## config.mk

```make
export PLATFORM = sky130hd
export DESIGN_NAME = filt_tx
export DESIGN_NICKNAME = d
export VERILOG_FILES = /design/src/rtl/filt_pkg.sv /design/src/rtl/filt_hold_cnt.sv /design/src/rtl/filt_tx.sv
export SDC_FILE = /design/constraint.sdc
export NUM_CORES = 1
export LEC_CHECK = 0
export ABC_AREA = 0
export BUFFER_PORTS_ARGS = -buffer_cell sky130_fd_sc_hd__buf_2
export CAP_MARGIN = 20
export CORE_AREA = 8 8 45 47
export CTS_CLUSTER_DIAMETER = 50
export DETAILED_ROUTE_END_ITERATION = 8
export DIE_AREA = 0 0 53 55
export PLACE_DENSITY = 0.55
export SYNTH_ARGS = -nofsm -noshare
export SYNTH_HDL_FRONTEND = slang
export SYNTH_SLANG_ARGS = --single-unit
```

## constraint.sdc

```tcl
create_clock -name clk -period 1.4 [get_ports clk]
set_input_delay 0.14 -clock clk [delete_from_list [all_inputs] [get_ports clk]]
set_output_delay 0.14 -clock clk [all_outputs]
set_load 0.01 [all_outputs]
```

## src/rtl/filt_pkg.sv

```systemverilog
// Shared constants and state encoding for the level transmitter and the
// receiving hysteresis glitch filter.
package filt_pkg;

    typedef enum logic [1:0] {
        ST_IDLE = 2'd0,
        ST_HOLD = 2'd1
    } state_t;

    localparam int HOLD_DEF    = 14;
    localparam int FILT_THRESH = 10;
    // A level must outlast the filter threshold plus its sampling slack.
    localparam int HOLD_MIN    = FILT_THRESH + 3;

endpackage

```

## src/rtl/filt_hold_cnt.sv

```systemverilog
// Hold-period counter: counts 0..HOLD-1 while enabled, flags the terminal
// count, and clears synchronously.
module filt_hold_cnt #(
    parameter int HOLD = 14,
    parameter int CW   = 4
) (
    input  logic clk,
    input  logic rst_n,
    input  logic clr,
    input  logic en,
    output logic tc
);

    localparam logic [CW-1:0] TC_VAL = CW'(HOLD - 1);
    localparam logic [CW-1:0] ONE    = CW'(1);

    logic [CW-1:0] cnt_r;

    // Counter register; clear has priority over enable.
    always_ff @(posedge clk) begin
        if (!rst_n) begin
            cnt_r <= '0;
        end else if (clr) begin
            cnt_r <= '0;
        end else if (en) begin
            cnt_r <= cnt_r + ONE;
        end
    end

    assign tc = (cnt_r == TC_VAL);

endmodule

```

## src/rtl/filt_tx.sv

```systemverilog
// Level transmitter: holds each accepted bit on the line for exactly HOLD
// cycles, with a one-entry pending buffer for gap-free streaming.
module filt_tx
    import filt_pkg::*;
#(
    parameter int HOLD      = HOLD_DEF,
    parameter int CW        = 4,
    parameter bit CHECK_MIN = 1'b1
) (
    input  logic clk,
    input  logic rst_n,
    input  logic in_valid,
    input  logic in_bit,
    output logic in_ready,
    output logic o,
    output logic busy,
    output logic done
);

    if ((HOLD < 2) || (HOLD >= (2 ** CW))) begin : g_bad_hold
        $error("filt_tx: HOLD must lie in 2..2**CW-1");
    end
    // Short holds are only legal where the line does not feed the filter.
    if (CHECK_MIN && (HOLD < HOLD_MIN)) begin : g_short_hold
        $error("filt_tx: HOLD below HOLD_MIN cannot pass the receive filter");
    end

    state_t state_r;
    state_t state_s;
    logic   o_r;
    logic   o_s;
    logic   done_r;
    logic   done_s;
    logic   pend_v_r;
    logic   pend_b_r;
    logic   load_s;
    logic   accept_s;
    logic   cnt_clr_s;
    logic   cnt_en_s;
    logic   cnt_tc_s;

    filt_hold_cnt #(
        .HOLD (HOLD),
        .CW   (CW)
    ) u_hold_cnt (
        .clk   (clk),
        .rst_n (rst_n),
        .clr   (cnt_clr_s),
        .en    (cnt_en_s),
        .tc    (cnt_tc_s)
    );

    assign in_ready = !pend_v_r;
    assign accept_s = in_valid && !pend_v_r;

    // Next-state and line-level decode.
    always_comb begin
        state_s   = ST_IDLE;
        o_s       = o_r;
        done_s    = 1'b0;
        load_s    = 1'b0;
        cnt_clr_s = 1'b0;
        cnt_en_s  = 1'b0;
        case (state_r)
            ST_IDLE: begin
                if (pend_v_r) begin
                    load_s    = 1'b1;
                    o_s       = pend_b_r;
                    cnt_clr_s = 1'b1;
                    state_s   = ST_HOLD;
                end else begin
                    state_s   = ST_IDLE;
                end
            end
            ST_HOLD: begin
                if (cnt_tc_s) begin
                    done_s    = 1'b1;
                    cnt_clr_s = 1'b1;
                    // A waiting bit starts its hold on the same edge: no gap.
                    if (pend_v_r) begin
                        load_s  = 1'b1;
                        o_s     = pend_b_r;
                        state_s = ST_HOLD;
                    end else begin
                        state_s = ST_IDLE;
                    end
                end else begin
                    cnt_en_s = 1'b1;
                    state_s  = ST_HOLD;
                end
            end
            default: begin
                state_s   = ST_IDLE;
                cnt_clr_s = 1'b1;
            end
        endcase
    end

    // State, line level, done pulse and pending buffer registers.
    always_ff @(posedge clk) begin
        if (!rst_n) begin
            state_r  <= ST_IDLE;
            o_r      <= 1'b0;
            done_r   <= 1'b0;
            pend_v_r <= 1'b0;
            pend_b_r <= 1'b0;
        end else begin
            state_r <= state_s;
            o_r     <= o_s;
            done_r  <= done_s;
            if (load_s) begin
                pend_v_r <= 1'b0;
            end else if (accept_s) begin
                pend_v_r <= 1'b1;
                pend_b_r <= in_bit;
            end
        end
    end

    assign o    = o_r;
    assign done = done_r;
    assign busy = (state_r == ST_HOLD) || pend_v_r;

endmodule

```

* Yosys cells after proc, flatten, opt, wreduce, memory -nomap -nowiden
Index checks and enable logic that the tools add are counted.
** Storage, ports and cells
- Register bits after elaboration :: 10
- Bits of input ports :: 4
- Output and inout port bits :: 4
- Word-level logic and storage cells :: 35
** Cells by class
- $add $sub $neg :: 1
- Equality and inequality tests :: 3
- Multiplexer cells :: 13
- Bitwise gates (word level) :: 2
- Reductions and logical operators :: 10
** Operators with widths (number)
- 1-bit 2-to-1 mux :: 8
- 1-bit case mux with 2 select lines :: 3
- 2-bit AND reduction :: 3
- 4-bit by 1-bit adder with 4-bit output, second input constant :: 1
- 4-bit == test, second input constant :: 1
- 2-bit case mux with 2 select lines :: 1
- 2-bit OR reduction :: 2
- 2-bit by 1-bit == test with 1-bit output, second input constant :: 1
- 2-bit zero test :: 1
- 2-bit 2-to-1 mux :: 1
- 2-bit inequality test, second input constant :: 1
- 1-bit inverter :: 2
- 2-bit nonzero test :: 1
- 1-bit logical AND :: 1
- 1-bit zero test :: 1
- 1-bit logical OR :: 1

* Logic depth before layout (Yosys ltp)
- Depth in word-level cells :: 5
- Mapped depth :: 5
- Depth with buffers taken out :: 5

* By module
A second synthesis with hierarchy kept.
** Second synthesis, totals
- Cells, all modules :: 40
- Area total of the unflattened synthesis :: 409.1 um^2
** By module, submodules not included
- filt_tx :: instances 1, cells an instance 20, area an instance 209.0 um^2
- filt_hold_cnt :: instances 1, cells an instance 20, area an instance 200.2 um^2

* Least setup slack after synthesis
No wires, ideal clock.
- Path type :: flip-flop to flip-flop
- Start :: reg u_hold_cnt.cnt_r[0]
- End :: reg pend_v_r
- Setup time :: 0.114 ns
- Data arrival time :: 0.992 ns
- Required time :: 1.286 ns
- Setup slack :: 0.294 ns
- Cell stages (with the launch flop) :: 5
- Clock period less this slack :: 1.106 ns
- Path through :: dfxtp_1 ha_1 nand3_1 nand3_1 a2bb2o_4
** On the way
- Longest elaborated chain between the ends :: 4
** Ends and longest elaborated chain
- start: declaration :: line filt_hold_cnt.sv:17 : logic [CW-1:0] cnt_r;
- start signal: assignment :: line filt_hold_cnt.sv:26 : cnt_r <= cnt_r + ONE;
- 4-bit == test :: line filt_hold_cnt.sv:30 : assign tc = (cnt_r == TC_VAL);
- 1-bit 2-to-1 mux :: line filt_tx.sv:76 : if (cnt_tc_s) begin
- 1-bit case mux with 2 select lines :: line filt_tx.sv:64 : case (state_r)
- 2-bit OR reduction (no source line)
- end signal: assignment :: line filt_tx.sv:105 : pend_v_r <= 1'b0;
- end signal: assignment :: line filt_tx.sv:112 : pend_v_r <= 1'b0;
- end signal: assignment :: line filt_tx.sv:114 : pend_v_r <= 1'b1;
- end: declaration :: line filt_tx.sv:34 : logic pend_v_r;
No other way between the ends.
A chain may end at the register's enable or synchronous reset.

* Final worst setup path
- Start :: reg state_r[0]
- End :: out busy
** On the way
- Longest elaborated chain between the ends :: 2
** Ends and longest elaborated chain
- start: declaration :: line filt_tx.sv:28 : state_t state_r;
- start signal: assignment :: line filt_tx.sv:108 : state_r <= state_s;
- 2-bit by 1-bit == test with 1-bit output :: line filt_tx.sv:122 : assign busy = (state_r == ST_HOLD) || pend_v_r;
- 1-bit logical OR :: line filt_tx.sv:122
- end: declaration :: line filt_tx.sv:16 : output logic busy,
No other way between the ends.

==> flow_summary.yaml <==
sta:
  slew_headroom: 0.8208
  rsz0062_at_grt: "false"
  finalHoldViolCount: 0
  worstMarginPinSlew_ns: 0.2684
  fmax_mhz: 829.4
  final_max_slew_viol_count: 0
  fin_ws_ns: 0.1943
  fin_setup_tns_ns: 0
  period_needed_ns: 1.206
  clock_skew_ns: 0.002294
  setup_viol: 0
  min_period_over_period: 0.8612
global_routing:
  grt_pass1_wl_mm: 1.462
  grtUsageTotal: 0.07272
  antenna_found_initial: 0
  grt_pass1_vias: 343
  overflow: 0
  grt_start_max_net_pins: 14
die:
  die_height_um: 55
  start_util: 0.3029
  die_area_mm2: 0.002915
  die_w_um: 53
  fp-row-count: 14
  fp.coreArea_mm2: 0.001384
  ioPinCount: 8
power:
  p_leak_uw: 0.0001974
  p_per_area_mw_per_mm2: 1093
  irDropWorstVdd_mv: 0.6629
critical_path:
  cp-start-kind: "flip-flop"
  critPathLaunch: "state_r[0]$_SDFF_PN0_"
  r2r_end: "pend_v_r$_SDFFE_PP0P_"
  cp.required_ns: 1.26
  reg2reg_from: "u_hold_cnt.cnt_r[0]$_SDFFE_PP0P_"
  crit_fanout: 8
  critPathArrivalTime_ns: 1.07
  worst-setup-path-type: "reg2out"
  rrSetupSlack_ns: 0.20
  endpoint_kind: "primary output"
  endpoint: "busy"
  rr_worst_depth: 4
final_layout:
  syn_to_final_growth_pct: 18.81
  final_cell_mix: "9 x dfxtp_1, 7 x buf_2, 6 x nand2_1"
  antennaDiodeCount: 0
  nNetsFinal: 61
  fin_util: 0.3599
  finalInstanceArea_um2: 498.0
  final_common_cell: "dfxtp_1"
  drive_gt1_frac: 0.2778
outcome:
  status: "complete, no violations"
place:
  port_buffers: 7
  dp_slack_ns: 0.1646
  dpl_cell_area_um2: 466.7
  hpwl_um: 610
  gp_congestion: 0.6936
worst_hold_path:
  hp-class: "in2reg"
cts:
  cts_resized: 0
  htree_levels: 1
  cts_made_buffers: 3
  cts_tree: "yes"
  cts_root_buf: "clkbuf_4"
  cts.sinks: 9
  post-cts-setup-buffers: 0
  clkLatencyLatePin_ns: 0.26
  cts_hold_buf: 0
  clock_path_buffers: 2
  path_clk_slew_ns: 0.06
logic_synthesis:
  yosys_warnings: 0
  yosysUniqueCellTypes: 22
  netlist_area_um2: 419.2
  ys_seq_area_frac: 0.4299
  avgSynthCellArea_um2: 9.526
  syn_nets: 50
  synth_cells: 44
  ys_seq_elements: 9
detailed_routing:
  wl_per_cell_um: 12.31
  via_per_inst: 4.914
  drc_errors: 0
  dr_total_vias: 344
  first_iter_violations: 0
  drtAntennaViolNets: 0
  drt-total-wl_um: 862
  drtPass1Iterations: 1
job:
  max-cap-violations: 0
-- logic make-up after synthesis --
family | after synthesis | synth area share
flip-flops | 9 | 0.4298
adder cells (fa/ha/maj) | 2 | 0.05969
buffers and inverters | 4 | 0.04478
multiplexers | 2 | 0.04776
AO/OA/AOI/OAI | 9 | 0.1881
AND/OR/NAND/NOR | 18 | 0.2299
-- layer usage --
metal | wire length (um) | global-route usage
met5 | 0 | 0
met4 | 38 | 0.07759
met3 | 64 | 0.04278
met2 | 390 | 0.09766
met1 | 369 | 0.07458
-- metrics by stage --
stage	instances	hold slack, ns	total power (uW)
2_1_floorplan	44	0.2764	327.9
5_1_grt	70	0.1428	577.7
4_1_cts	70	0.1406	549.8
3_5_place_dp	66	0.4099	347.3
6_report	70	0.1393	544.1
3_3_place_gp	66	0.4099	347.0
-- Yosys cell counts, drive strengths merged --
cell type | instances | area [um^2]
o21a | 1 | 7.510
a21boi | 1 | 7.510
nor3b | 1 | 7.510
or2 | 1 | 8.760
ha | 2 | 25.02
mux2i | 2 | 20.02
o31ai | 1 | 7.510
o21ai | 1 | 8.760
nor2 | 1 | 3.750
buf | 1 | 7.510
a21oi | 1 | 5.000
nand2 | 7 | 28.78
dfxtp | 9 | 180.2
nand3 | 4 | 20.02
inv | 3 | 11.26
o32a | 1 | 10.01
nor2b | 3 | 18.77
a31oi | 1 | 6.260
o22ai | 1 | 6.260
a2bb2o | 1 | 20.02
nand4b | 1 | 8.760
-- sequential cells by signal, indices dropped and copies added, names as in the netlist --
| signal | flops |
|---|---|
| done | 1 |
| state_r | 1 |
| u_hold_cnt.cnt_r | 4 |
| pend_v_r | 1 |
| pend_b_r | 1 |
| o | 1 |
-- how the worst min path moves through the flow --
stage,from,end,slack [ns],cells after the start
finish,in_bit,pend_b_r$_SDFFE_PN0P_,0.14,3
global route,in_bit,pend_b_r$_SDFFE_PN0P_,0.14,3
CTS,in_bit,pend_b_r$_SDFFE_PN0P_,0.14,3
detailed placement,in_bit,pend_b_r$_SDFFE_PN0P_,0.41,3
global placement,in_bit,pend_b_r$_SDFFE_PN0P_,0.41,3
floorplan,rst_n,done$_SDFF_PN0_,0.28,2
-- where the power goes --
| group | internal [uW] | switching [uW] | total (uW) | leakage (uW) |
|---|---|---|---|---|
| clock | 110 | 92.6 | 203 | 0.0000150 |
| sequential | 267 | 12.5 | 279 | 0.0000733 |
| combinational | 30.5 | 31.9 | 62.4 | 0.000109 |
-- cell type report --
type,instances,area [um^2]
fillers,151,885.9
flip-flops and latches,9,180.2
well taps,16,20.02
repair buffers,7,35.03
inverters,3,11.26
multi-input cells,31,225.2
clock buffers,4,26.28
-- critical path, cell delays in order, from the launching register on --
cell     delay (ns)
dfxtp_1        0.38
or2_4          0.28
buf_2          0.14
Note: power is estimated with default switching activity, not from simulation.
